`src/rtl/mlaccel_pkg.sv`:
```
// Shared opcodes, instruction field helpers and front-end FSM encodings for mlaccel.
package mlaccel_pkg;

    localparam logic [5:0] OP_SYNC     = 6'd0;
    localparam logic [5:0] OP_LOADCODE = 6'd4;
    localparam logic [5:0] OP_STORE    = 6'd16;
    localparam logic [5:0] OP_MACC     = 6'd40;

    localparam logic [0:0] ST_ISSUE     = 1'b0;
    localparam logic [0:0] ST_SYNC_WAIT = 1'b1;

    function automatic logic [5:0] insn_opcode(input logic [31:0] insn);
        return insn[5:0];
    endfunction

    function automatic logic [8:0] insn_caddr(input logic [31:0] insn);
        return insn[14:6];
    endfunction

    function automatic logic [16:0] insn_maddr(input logic [31:0] insn);
        return insn[31:15];
    endfunction

endpackage

```
`src/rtl/mlaccel_fifo.sv`:
```
// First-word-fall-through FIFO; head is valid whenever empty is low.
module mlaccel_fifo #(
    parameter int unsigned WIDTH = 32,
    parameter int unsigned DEPTH = 16,
    localparam int unsigned AW   = $clog2(DEPTH)
) (
    input  logic             clock,
    input  logic             reset,
    input  logic             push,
    input  logic [WIDTH-1:0] push_data,
    input  logic             pop,
    output logic [WIDTH-1:0] head,
    output logic             full,
    output logic             empty,
    output logic [AW:0]      level
);

    localparam logic [AW:0] DEPTH_L = (AW+1)'(DEPTH);

    logic [WIDTH-1:0] mem [DEPTH];
    logic [AW-1:0]    wr_ptr;
    logic [AW-1:0]    rd_ptr;
    logic [AW:0]      count;
    logic             do_push;
    logic             do_pop;

    assign full    = (count == DEPTH_L);
    assign empty   = (count == '0);
    assign level   = count;
    assign head    = mem[rd_ptr];
    assign do_push = push && !full;
    assign do_pop  = pop && !empty;

    // Storage array; not reset, contents are only meaningful below count.
    always_ff @(posedge clock) begin
        if (do_push) begin
            mem[wr_ptr] <= push_data;
        end
    end

    // Pointers wrap naturally at DEPTH (power of two); count tracks occupancy.
    always_ff @(posedge clock) begin
        if (reset) begin
            wr_ptr <= '0;
            rd_ptr <= '0;
            count  <= '0;
        end else begin
            if (do_push) begin
                wr_ptr <= wr_ptr + 1'b1;
            end
            if (do_pop) begin
                rd_ptr <= rd_ptr + 1'b1;
            end
            if (do_push && !do_pop) begin
                count <= count + 1'b1;
            end else if (do_pop && !do_push) begin
                count <= count - 1'b1;
            end
        end
    end

endmodule

```
`src/rtl/mlaccel_cmdqueue.sv`:
```
// Byte-stream command front end: assembles words, queues them, executes Sync locally.
module mlaccel_cmdqueue
    import mlaccel_pkg::*;
#(
    parameter int unsigned DEPTH = 16,
    localparam int unsigned AW   = $clog2(DEPTH)
) (
    input  logic          clock,
    input  logic          reset,
    input  logic          in_valid,
    output logic          in_ready,
    input  logic [7:0]    in_data,
    output logic          cmd_valid,
    input  logic          cmd_ready,
    output logic [31:0]   cmd_insn,
    input  logic          compute_busy,
    output logic [AW:0]   level,
    output logic          idle
);

    logic [1:0]  byte_cnt;
    logic [23:0] sreg;
    logic [0:0]  state;
    logic        issued_q;
    logic        accept;
    logic        push;
    logic        pop;
    logic        sync_pop;
    logic        head_is_sync;
    logic        full;
    logic        empty;
    logic [31:0] head;

    assign in_ready     = !((byte_cnt == 2'd3) && full);
    assign accept       = in_valid && in_ready;
    assign push         = accept && (byte_cnt == 2'd3);
    assign head_is_sync = (insn_opcode(head) == OP_SYNC);

    // cmd_valid is built only from registered state and FIFO status, never cmd_ready.
    assign cmd_valid    = (state == ST_ISSUE) && !empty && !head_is_sync;
    assign cmd_insn     = head;
    assign sync_pop     = (state == ST_SYNC_WAIT) && !compute_busy && !issued_q;
    assign pop          = (cmd_valid && cmd_ready) || sync_pop;
    assign idle         = empty && (byte_cnt == 2'd0) && (state == ST_ISSUE) && !compute_busy;

    mlaccel_fifo #(
        .WIDTH (32),
        .DEPTH (DEPTH)
    ) u_fifo (
        .clock     (clock),
        .reset     (reset),
        .push      (push),
        .push_data ({in_data, sreg}),
        .pop       (pop),
        .head      (head),
        .full      (full),
        .empty     (empty),
        .level     (level)
    );

    // Byte assembler: little-endian shift register, byte 3 completes the word.
    always_ff @(posedge clock) begin
        if (reset) begin
            byte_cnt <= '0;
            sreg     <= '0;
        end else if (accept) begin
            byte_cnt <= byte_cnt + 2'd1;
            sreg     <= {in_data, sreg[23:8]};
        end
    end

    // Sync FSM: park on a Sync head until compute has drained, then discard it.
    always_ff @(posedge clock) begin
        if (reset) begin
            state <= ST_ISSUE;
        end else begin
            case (state)
                ST_ISSUE:     if (!empty && head_is_sync) state <= ST_SYNC_WAIT;
                ST_SYNC_WAIT: if (sync_pop) state <= ST_ISSUE;
                default:      state <= ST_ISSUE;
            endcase
        end
    end

    // Remember an acceptance for one cycle, before compute busy can reflect it.
    always_ff @(posedge clock) begin
        if (reset) begin
            issued_q <= 1'b0;
        end else begin
            issued_q <= cmd_valid && cmd_ready;
        end
    end

endmodule

```
`config.mk`:
```
export PLATFORM = sky130hd
export DESIGN_NAME = mlaccel_cmdqueue
export DESIGN_NICKNAME = d
export VERILOG_FILES = /design/src/rtl/mlaccel_pkg.sv /design/src/rtl/mlaccel_fifo.sv /design/src/rtl/mlaccel_cmdqueue.sv
export SDC_FILE = /design/constraint.sdc
export NUM_CORES = 1
export LEC_CHECK = 0
export ABC_AREA = 0
export BUFFER_PORTS_ARGS = -buffer_cell sky130_fd_sc_hd__buf_2
export CORE_ASPECT_RATIO = 2
export CORE_MARGIN = 3
export CORE_UTILIZATION = 30
export CTS_BUF_LIST = sky130_fd_sc_hd__clkbuf_8 sky130_fd_sc_hd__clkbuf_16
export DETAILED_ROUTE_END_ITERATION = 16
export GPL_TIMING_DRIVEN = 1
export PLACE_DENSITY = 0.55
export SLEW_MARGIN = 20
export SYNTH_ARGS = -nofsm -noshare
export SYNTH_HDL_FRONTEND = slang
export SYNTH_SLANG_ARGS = --single-unit
```
`constraint.sdc`:
```
create_clock -name clock -period 10.5 [get_ports clock]
set_input_delay 2.1 -clock clock [delete_from_list [all_inputs] [get_ports clock]]
set_output_delay 2.1 -clock clock [all_outputs]
set_load 0.03 [all_outputs]
```
## Word-level counts from Yosys, hierarchy flattened

Memories as Yosys holds them, arrays and structs flattened. A register that Yosys moved wholly into a read port is not among the register bits.
Index checks and enable logic that the tools add are counted.

| storage, ports and cells | value |
|---|---|
| flip-flop bits (word level) | 41 |
| bits in latches | 0 |
| RAM bits | 512 |
| memory bits (read-only) | 0 |
| bits of input ports | 13 |
| output and inout port bits | 40 |
| word-level logic and storage cells | 54 |
| memories kept | 1 |

| operators by class | value |
|---|---|
| add/sub/neg operators | 5 |
| $mul | 0 |
| div/mod/pow operators | 0 |
| order comparisons | 0 |
| eq/ne operators | 2 |
| shift-type cells | 0 |
| multiplexer cells | 9 |
| bitwise gates (word level) | 1 |
| reduce and logical (&&, ||, !) cells | 29 |

Memories:

| name | depth | bits a word | read ports | clocked after memory_dff | wr ports | line | text |
|---|---|---|---|---|---|---|---|
| u_fifo.mem | 16 | 32 | 1 | 1 | 1 | mlaccel_fifo.sv:20 | `logic [WIDTH-1:0] mem [DEPTH];` |

Operator list:

| kind | number |
|---|---|
| $logic_and 1x1->1 | 16 |
| $mux 5 | 2 |
| $add 4x1->4 const B | 2 |
| $logic_not 1->1 | 8 |
| $mux 4 | 2 |
| $logic_not 6->1 | 1 |
| $add 5x1->5 const B | 1 |
| $eq 5x5->1 const B | 1 |
| $logic_not 5->1 | 1 |
| $sub 5x1->5 const B | 1 |
| $mux 1 | 4 |
| $add 2x1->2 const B | 1 |
| $eq 2x2->1 const B | 1 |
| $logic_not 2->1 | 1 |
| $pmux 1 s2 | 1 |
| $reduce_bool 2->1 | 1 |
| $logic_or 1x1->1 | 1 |
| $not 1->1 | 1 |

## Logic depth before layout (Yosys ltp)

Gate-level depths: netlist of the first run.

| depth | value |
|---|---|
| depth after elaboration | 10 |
| gate-level depth with buffers | 19 |
| mapped depth without buffers | 16 |

## Modules after synthesis

From an unflattened synthesis of the first run, not the netlist that was laid out.

| second synthesis, totals | value |
|---|---|
| cells, all modules | 1,027 |
| area total of the unflattened synthesis | 21,231.6 µm² |

Modules (own cells, without submodules):

| module | instances | cells an instance | area an instance (µm²) | seq. area each (µm²) |
|---|---|---|---|---|
| mlaccel_fifo | 1 | 894 | 19,997.9 | 15,715.1 |
| mlaccel_cmdqueue | 1 | 133 | 1,233.7 | 560.5 |

## Worst setup path before layout of the first run

No wires, ideal clock.

| timing | value |
|---|---|
| path kind | input-to-output |
| start point | input port compute_busy |
| end point | output port idle |
| data arrival time | 3,140 ps |
| data required time | 8,400 ps |
| path slack | 5,260 ps |
| stages on the path | 1 |
| buffers on the path | 0 |
| path through | nor4b_1 |

| between the ends | value |
|---|---|
| longest elaborated chain between the ends | 2 |

RTL lines:

| item | line | text |
|---|---|---|
| from (decl) | mlaccel_cmdqueue.sv:16 | `input logic compute_busy,` |
| $logic_not 1->1 | mlaccel_cmdqueue.sv:44 | `assign idle = empty && (byte_cnt == 2'd0) && (state == ST_ISSUE) && !compute_busy;` |
| $logic_and 1x1->1 | mlaccel_cmdqueue.sv:44 |  |
| to (decl) | mlaccel_cmdqueue.sv:18 | `output logic idle` |

Every way passes these cells.

==> results.toml, run 1 <==
[status]
status = "complete, no violations"

[route]
via_count = 9887
met2WireLength_mm = 26.3
route.detailed.drc = 0
avgViaCountPerCell = 4.92
routed_wirelength_mm = 49.1
wirelength_met1_mm = 19.3
routedWlPerCell_um = 24.4
postRouteAntennaNets = 0
number_of_search_and_repair_iterations_in_the_first_detailed_routing_pass = 5
route.top_layer_used = "met4"
dr_wl_met3_mm = 1.78
drt_first_iter_violations = 817

[die]
initial_core_util_pct = 30.4
die_x_um = 194
die_area_um2 = 74400
io_count = 53
die_h_um = 383
core_area_um2 = 70100
std_cell_rows = 137

[cts]
cts_hold_buf = 0
numCtsBuffers = 49
cts_htree_levels = 2
clock_sink_count = 557
clock_path_buffers = 3
postCtsSetupRepairBufs = 0
cts_resized = 0
insertion_delay_ps = 580
cts.reportedPaths.clkPinSlew_ps = 70
clockRootBuffer = "sky130_fd_sc_hd__clkbuf_16"
cts_tree = "done"

[critical_path]
crit-reg2reg-capture = "u_fifo.level[4]"
r2r.worst_path.cells = 16
path_max_fanout = 54
worst_setup_path_start_kind = "flip-flop"
critPathCaptureType = "primary output"
reg2reg_setup_slack_ps = 5450
cp.required_ps = 8400
timing.critical_path.arrival_ps = 3920
timing_worst_setup_path_type = "reg2out"

[placed_design]
io_buffers = 52
placed_cell_area_um2 = 22700
gpl.final_weighted_congestion = 0.726
place_hpwl_mm = 26.8

[global_route]
grt_antenna_before_repair = 0
globalRoute.totalOverflow = 0
grt_first_pass_wirelength_mm = 72.5
global_route.usage.total_pct = 13.2
first_global_vias = 10700
grt_max_degree = 98

[sta]
worst_clock_skew_ps = 16.2
timing.final.max_slew_violations = 0
holdWs_ps = 480
setup_tns_ps = 0
setup_viol = 0
layout_worst_path_cycle_share_pct = 57.3
report.final.hold_viol_count = 0
slew_headroom_pct = 34.8
finalWorstPathRequiredPeriod_ps = 6020
grt_setup_unrepaired = "false"
worst_margin_pin_slew_ps = 978
max_freq_mhz = 166

[finish]
fin_area_um2 = 24200
layout_common_cells = "sky130_fd_sc_hd__edfxtp_1, sky130_fd_sc_hd__mux4_2, sky130_fd_sc_hd__nand2_1"
synthToLayoutAreaGrowth_pct = 13.7
antenna_cells = 0
seqCellArea_um2 = 16300
layout_commonest_cell = "sky130_fd_sc_hd__edfxtp_1"
layout.core_utilization_pct = 34.5
final_layout_size_suffix_gt1_share_pct = 29.0
multiInputGateArea_um2 = 4770
fillers = 6437
fin_nets = 1094

[synth]
ys_ff_latch = 557
synth-seq-area-share_pct = 76.4
synth_cells = 993
synth_async_sr_flop_share_pct = 0
ys.warnings.count = 0
netlist-cell-type-count = 49
synth_edf_count = 512
synth_area_um2 = 21300
synthFlopType = "sky130_fd_sc_hd__edfxtp_1"
synth_nets = 1018
post_synth.cell_area_avg_um2 = 21.4

[power]
design_power_total_mw = 5.18
power.static_leakage_nw = 7.33
power_per_cell_area_nw_per_um2 = 214
ir_worst_vdd_uv = 159

[worst_hold_path]
hp-class = "reg2reg"
hold_path_depth = 2
hp_start = "byte_cnt[1]"
holdPathEnd = "byte_cnt[1]"

[job]
cap_violations = 0
[cells in the mapped netlist, drive strengths merged (3+ instances only)]
cell type  number  area, um2
nand2b          4       25.0
clkbuf         23       86.3
ha             11        138
mux2i          12        120
edfxtp        512      15400
buf            26        143
o21ai           9       48.8
dfxtp          45        901
nand4           3       18.8
mux4          147       3310
inv            10       37.5
xor2            5       43.8
and2           18        113
mux2            9        101
nor2           21       78.8
nand3           5       25.0
nand2          57        214
xnor2           3       26.3
nor2b           8       50.1
a21oi          37        185
[through the flow]
| step | setup WS [ps] | std cells |
|---|---|---|
| 5_1_grt | 4160 | 2011 |
| 3_5_place_dp | 4870 | 1921 |
| 6_report | 4480 | 2011 |
| 3_3_place_gp | 4920 | 1921 |
| 2_1_floorplan | 5260 | 993 |
| 4_1_cts | 4260 | 2011 |
[flip-flops by register name (all words and copies together), names as in the netlist, named ones only]
signal / flops
byte_cnt: 2
issued_q: 1
state: 1
u_fifo.rd_ptr: 4
u_fifo.wr_ptr: 4
sreg: 24
u_fifo.level: 5
u_fifo.mem: 512
[critical path, cell delays in order, from the launching register on]
cell,delay [ps]
sky130_fd_sc_hd__dfxtp_4,640
sky130_fd_sc_hd__buf_4,780
sky130_fd_sc_hd__mux4_2,590
sky130_fd_sc_hd__a22o_1,250
sky130_fd_sc_hd__a31o_1,210
sky130_fd_sc_hd__nor2_1,110
sky130_fd_sc_hd__nor4b_4,460
sky130_fd_sc_hd__nor3b_1,90
sky130_fd_sc_hd__buf_2,200
[area by class of cell]
cell class / count / share of cell area (%)
repair buffers: 74 / 1.81
flip-flops and latches: 557 / 67.3
clock buffers: 50 / 5.12
multi-input cells: 377 / 19.7
clock inverters: 40 / 1.24
inverters: 10 / 0.155
well taps: 903 / 4.67
[how the worst max path moves through the flow]
stage                     end  slack (ps)  cells past startpoint
global placement    cmd_valid        4920                      8
global route        cmd_valid        4160                      8
detailed placement  cmd_valid        4870                      8
floorplan                idle        5260                      1
finish              cmd_valid        4480                      8
CTS                 cmd_valid        4260                      8
[power by group]
group | internal, mW | switching [mW]
Combinational | 0.443 | 0.491
Sequential | 2.43 | 0.0726
Clock | 0.939 | 0.803
[kinds of logic after synthesis]
group | share of synthesized area [%]
compound gates | 1.72
buf+inv | 1.25
simple gates | 2.90
fa+ha+maj | 0.740
mux | 16.6
xor+xnor | 0.329
flops | 76.4
[layer usage]
metal / vias to the layer above / GRT usage (%)
li1: 4230 / -
met1: 5341 / 16.2
met2: 232 / 23.9
met3: 84 / 1.42
met4: 0 / 4.90
met5: - / 0
(Power assumes the default switching activity.)
==> run 2, diff against run 1 <==
clock period = 5.7 ns   (was 10.5 ns; I/O delays follow)
==> run 2 against run 1 <==
  * Clock skew increased by 6.1 ps
  * Clock power increased by 97%
  * Critical endpoint is now cmd_insn[12]
  * Critical path type unchanged
  * Largest power group unchanged
  * Die area unchanged
==> results.toml, run 2 (synthesized netlist as in run 1, its figures left out) <==
[finish]
final_layout_size_suffix_gt1_share_pct = 30.3
layout_common_cells = "sky130_fd_sc_hd__edfxtp_1, sky130_fd_sc_hd__mux4_2, sky130_fd_sc_hd__nand2_1"
layout_commonest_cell = "sky130_fd_sc_hd__edfxtp_1"
fillers = 6389
synthToLayoutAreaGrowth_pct = 14.5
largest_register_ffs = 512
antenna_cells = 0
seqCellArea_um2 = 16300
multiInputGateArea_um2 = 4770
fin_nets = 1097
regMostFlops = "u_fifo.mem"
post_layout_nonfiller_instances = 2013

[cts]
clock_path_buffers = 3
cts_resized = 0
postCtsSetupRepairBufs = 0
cts_htree_levels = 2
cts_hold_buf = 0
insertion_delay_ps = 580
cts.reportedPaths.clkPinSlew_ps = 80
clock_sink_count = 557
clockRootBuffer = "sky130_fd_sc_hd__clkbuf_16"
numCtsBuffers = 47
cts_tree = "done"

[power]
comb_power_share_pct = 17.7
seq_power_share_pct = 47.3
ir_worst_vdd_uv = 263
power.static_leakage_nw = 7.37
sw_frac_of_total_pct = 26.2
part_of_the_total_power_dissipated_in_the_clock_network_pct = 35.1
design_power_total_mw = 9.79
switching_power_mw = 2.57
power_per_cell_area_nw_per_um2 = 402
power_report.internal_total_mw = 7.22

[status]
status = "complete, no violations"

[die]
die_area_um2 = 74400
core_area_um2 = 70100
io_count = 53
die_h_um = 383
initial_core_util_pct = 30.4
std_cell_rows = 137
die_x_um = 194

[global_route]
grt_max_degree = 57
globalRoute.totalOverflow = 0
global_route.usage.total_pct = 13.3
first_global_vias = 10600
grt_antenna_before_repair = 0
grt_first_pass_wirelength_mm = 72.9

[route]
via_count = 9866
avgViaCountPerCell = 4.90
route.detailed.drc = 0
routed_wirelength_mm = 49.5
routedWlPerCell_um = 24.6
drt_first_iter_violations = 823
postRouteAntennaNets = 0
number_of_search_and_repair_iterations_in_the_first_detailed_routing_pass = 5

[critical_path]
reg2reg_setup_slack_ps = 1270
crit_chain = "buf_4, mux4_2, mux4_2, buf_2"
cp.buffers_inverters = 2
critical_path_cell_with_the_highest_stage_delay = "sky130_fd_sc_hd__dfxtp_4"
r2r.worst_path.cells = 16
cp_top_family = "buffers and inverters"
path_max_fanout = 56
cp_common_cell = "sky130_fd_sc_hd__mux4_2"
crit-reg2reg-capture = "u_fifo.level[4]"
critPathCaptureType = "primary output"
timing_worst_setup_path_type = "reg2out"
cp_peak_stage_delay_ps = 800
cp.required_ps = 4560
timing.critical_path.arrival_ps = 3400
worst_setup_path_start_kind = "flip-flop"

[placed_design]
placed_instance_count = 1926
io_buffers = 52
gpl.final_weighted_congestion = 0.747
place_hpwl_mm = 28.1

[worst_hold_path]
holdPathEnd = "byte_cnt[1]"
hp-class = "reg2reg"
hp_start = "byte_cnt[1]"
hold_path_depth = 2

[sta]
holdWs_ps = 499
finalWorstPathRequiredPeriod_ps = 4540
report.final.hold_viol_count = 0
worst_margin_pin_slew_ps = 1060
worst_clock_skew_ps = 22.3
grt_setup_unrepaired = "false"
setup_viol = 0
max_freq_mhz = 220
layout_worst_path_cycle_share_pct = 79.6
slew_headroom_pct = 29.6
setup_tns_ps = 0
timing.final.max_slew_violations = 0

[job]
cap_violations = 0
run 2: cell types whose count changed in the layout (fill, tap and decap cells not counted), moves of 5 or more:
cell / previous run / this run
sky130_fd_sc_hd__clkinv_1: 8 / 3
sky130_fd_sc_hd__clkbuf_16: 49 / 54
sky130_fd_sc_hd__buf_4: 21 / 26
sky130_fd_sc_hd__inv_1: 19 / 11
run 2: worst max-delay path by stage:
stage	endpoint	cells after the start	from	slack, ps
3_3_place_gp	u_fifo.level[4]	16	flip-flop	1310
4_1_cts	cmd_insn[15]	4	flip-flop	1040
6_report	cmd_insn[12]	4	flip-flop	1160
2_1_floorplan	cmd_valid	9	flip-flop	1850
5_1_grt	cmd_valid	8	flip-flop	930
3_5_place_dp	u_fifo.level[4]	16	flip-flop	1290
run 2: final cells by class:
type | count | area share (%)
inverter | 10 | 0.154
clock inverter | 29 | 1.16
clock buffer | 58 | 5.77
timing repair buffer | 79 | 1.95
sequential | 557 | 66.8
multi-input combinational | 377 | 19.6
tap | 903 | 4.63
run 2: power by group through the flow:
stage | sequential (mW) | combinational (mW) | clock, mW
after floorplan | 4.64 | 1.41 | 0
after global placement | 4.72 | 1.77 | 0
after detailed placement | 4.73 | 1.79 | 0
after CTS | 4.63 | 1.79 | 3.51
after global routing | 4.64 | 1.88 | 3.64
final | 4.63 | 1.73 | 3.43
run 2: metrics by stage:
stage / area (um2) / setup WS (ps) / utilization [%]
6_report: 24400 / 1160 / 34.8
5_1_grt: 24400 / 930 / 34.8
4_1_cts: 24400 / 1040 / 34.8
3_5_place_dp: 22700 / 1290 / 32.4
3_3_place_gp: 22700 / 1310 / 32.4
2_1_floorplan: 21300 / 1850 / -
run 2: worst reg2reg max path, stage by stage (launching register included):
cell                       delay [ps]
sky130_fd_sc_hd__dfxtp_4          800
sky130_fd_sc_hd__buf_4            370
sky130_fd_sc_hd__mux2_2           360
sky130_fd_sc_hd__o22ai_1          140
sky130_fd_sc_hd__o22ai_1          130
sky130_fd_sc_hd__o21bai_1         260
sky130_fd_sc_hd__nor4b_4          460
sky130_fd_sc_hd__o21ai_2          180
sky130_fd_sc_hd__inv_1             90
sky130_fd_sc_hd__ha_1             230
sky130_fd_sc_hd__inv_1            110
sky130_fd_sc_hd__ha_1             330
sky130_fd_sc_hd__a21o_1           190
sky130_fd_sc_hd__a21oi_1          180
sky130_fd_sc_hd__xnor2_1           90
sky130_fd_sc_hd__or3_1            310
sky130_fd_sc_hd__a21oi_1          140
run 2: layer usage:
metal,vias up,GRT usage [%],routed length [um]
met1,5353,16.3,20000
met3,72,1.54,1520
met2,207,24.2,26400
met4,0,4.67,1610
met5,-,0,0
li1,4234,-,-
==> run 3, diff against run 2 <==
PLACE_DENSITY = 0.57   (was 0.55)
clock period = 3.9 ns   (was 5.7 ns; I/O delays follow)
==> run 3 against run 2 <==
  * Non-clock buffer count increased by 39
  * Global-route usage increased by 0.083 points
  * Sequential cell count unchanged
  * Critical endpoint is now cmd_valid
  * Critical path depth increased by 6
  * Register-to-register slack got worse by 1100 ps
==> results.toml, run 3 (synthesized netlist as in run 1, its figures left out) <==
[cts]
clockRootBuffer = "sky130_fd_sc_hd__clkbuf_16"
insertion_delay_ps = 580
numCtsBuffers = 46
cts_tree = "done"
clock_sink_count = 557
clock_path_buffers = 3
cts_htree_levels = 2
cts.reportedPaths.clkPinSlew_ps = 70
cts_hold_buf = 0

[placed_design]
placed_instance_count = 1956
place_hpwl_mm = 29.9
io_buffers = 52
dp_worst_setup_slack_ps = 36.4
gpl.final_weighted_congestion = 0.767
placed_cell_area_um2 = 23000

[critical_path]
cp.required_ps = 3120
crit_chain = "buf_4, mux4_2, mux2i_1, o22ai_1, o21bai_2, nor4b_4, buf_4, buf_4, nor3b_1, buf_2"
crit-reg2reg-capture = "u_fifo.level[4]"
path_max_fanout = 10
reg2reg_setup_slack_ps = 190
timing.critical_path.arrival_ps = 2990
cp_peak_stage_delay_ps = 470
timing_worst_setup_path_type = "reg2out"
worst_setup_path_start_kind = "flip-flop"
critical_path_cell_with_the_highest_stage_delay = "sky130_fd_sc_hd__mux4_2"
cp_top_family = "multiplexers"
cp_common_cell = "sky130_fd_sc_hd__buf_4"
r2r.worst_path.cells = 17
critPathCaptureType = "primary output"
cp.buffers_inverters = 4

[power]
comb_power_share_pct = 20.1
power_per_cell_area_nw_per_um2 = 568
design_power_total_mw = 14.0
sw_frac_of_total_pct = 26.6
seq_power_share_pct = 47.7
power_report.internal_total_mw = 10.3
ir_worst_vdd_uv = 328
part_of_the_total_power_dissipated_in_the_clock_network_pct = 32.2
power.static_leakage_nw = 7.52
switching_power_mw = 3.71

[route]
wirelength_met1_mm = 18.8
routedWlPerCell_um = 24.4
route.detailed.drc = 0
met2WireLength_mm = 27.5
route.top_layer_used = "met4"
drt_first_iter_violations = 653
postRouteAntennaNets = 0
avgViaCountPerCell = 4.88
dr_wl_met3_mm = 1.85
routed_wirelength_mm = 50.0
via_count = 9989
number_of_search_and_repair_iterations_in_the_first_detailed_routing_pass = 5

[die]
std_cell_rows = 137
core_area_um2 = 70100
die_h_um = 383
io_count = 53
die_area_um2 = 74400
initial_core_util_pct = 30.4
die_x_um = 194

[sta]
worst_clock_skew_ps = 18.0
report.final.hold_viol_count = 0
holdWs_ps = 482
post-route-worst-setup-slack_ps = 131
timing.final.max_slew_violations = 0
setup_tns_ps = 0
layout_worst_path_cycle_share_pct = 96.7
finalWorstPathRequiredPeriod_ps = 3770
max_freq_mhz = 265
slew_headroom_pct = 27.8
setup_viol = 0
worst_margin_pin_slew_ps = 1080

[finish]
fin_area_um2 = 24600
multiInputGateArea_um2 = 4790
layout_commonest_cell = "sky130_fd_sc_hd__edfxtp_1"
synthToLayoutAreaGrowth_pct = 15.5
layout.core_utilization_pct = 35.1
final_layout_size_suffix_gt1_share_pct = 31.7
largest_register_ffs = 512
regMostFlops = "u_fifo.mem"
fin_nets = 1135
post_layout_nonfiller_instances = 2049
antenna_cells = 0
seqCellArea_um2 = 16300
fillers = 6395
layout_common_cells = "sky130_fd_sc_hd__edfxtp_1, sky130_fd_sc_hd__mux4_2, sky130_fd_sc_hd__nand2_1"

[global_route]
grt_first_pass_wirelength_mm = 73.1
global_route.usage.total_pct = 13.4
grt_antenna_before_repair = 1
first_global_vias = 10800
globalRoute.totalOverflow = 0
grt_max_degree = 57

[worst_hold_path]
hold_path_depth = 2
hp_start = "byte_cnt[1]"
hp-class = "reg2reg"
holdPathEnd = "byte_cnt[1]"

[job]
cap_violations = 0

[status]
status = "complete, no violations"
## run 3: changes by cell type in the layout (fill, tap and decap cells not counted), sizes merged
cell,change
buf,+39
clkbuf,-12
clkinvlp,+1
inv,-1
clkinv,+9
## run 3: worst register-to-register path, cell delays in order (launching register included)
cell,delay [ps]
sky130_fd_sc_hd__dfxtp_4,440
sky130_fd_sc_hd__buf_4,140
sky130_fd_sc_hd__mux4_2,470
sky130_fd_sc_hd__mux2i_1,170
sky130_fd_sc_hd__o22ai_1,120
sky130_fd_sc_hd__o21bai_2,270
sky130_fd_sc_hd__nor4b_4,260
sky130_fd_sc_hd__buf_4,170
sky130_fd_sc_hd__o21ai_2,70
sky130_fd_sc_hd__inv_1,60
sky130_fd_sc_hd__ha_1,170
sky130_fd_sc_hd__inv_1,90
sky130_fd_sc_hd__ha_1,320
sky130_fd_sc_hd__a21o_1,210
sky130_fd_sc_hd__a21oi_2,160
sky130_fd_sc_hd__xnor2_1,90
sky130_fd_sc_hd__or3_1,300
sky130_fd_sc_hd__a21oi_1,140
## run 3: per-layer routing
layer | track usage, % | vias up
li1 | - | 4306
met1 | 15.5 | 5303
met2 | 25.0 | 278
met3 | 1.55 | 102
met4 | 5.35 | 0
met5 | 0 | -
## run 3: worst max path at each step
stage / end / slack [ps] / cells after the start
global route: cmd_valid / -3 / 11
floorplan: u_fifo.level[4] / 160 / 18
detailed placement: u_fifo.level[4] / 40 / 16
finish: cmd_valid / 130 / 10
global placement: u_fifo.level[4] / 140 / 17
CTS: cmd_insn[9] / 40 / 4
## run 3: area by class of cell
type / instances / share of cell area (%)
Clock buffer: 46 / 4.68
Multi-Input combinational cell: 377 / 19.5
Timing Repair Buffer: 118 / 3.71
Inverter: 10 / 0.153
Sequential cell: 557 / 66.3
Tap cell: 903 / 4.60
Clock inverter: 38 / 1.14
## run 3: power groups by stage
stage          sequential, mW  clock [mW]  combinational, mW
5_1_grt                  6.67        4.78               3.03
3_5_place_dp             6.81           0               2.77
4_1_cts                  6.68        4.59               2.78
3_3_place_gp             6.80           0               2.76
6_report                 6.66        4.49               2.81
2_1_floorplan            6.77           0               2.06
## run 3: timing repair
| action | in CTS | in global routing |
|---|---|---|
| setup buffers | 1 | 8 |
| setup endpoints to repair | 20 | 4 |
| resized for setup | 6 | 8 |
| pin swaps | 1 | 0 |
| gates cloned | 0 | 0 |
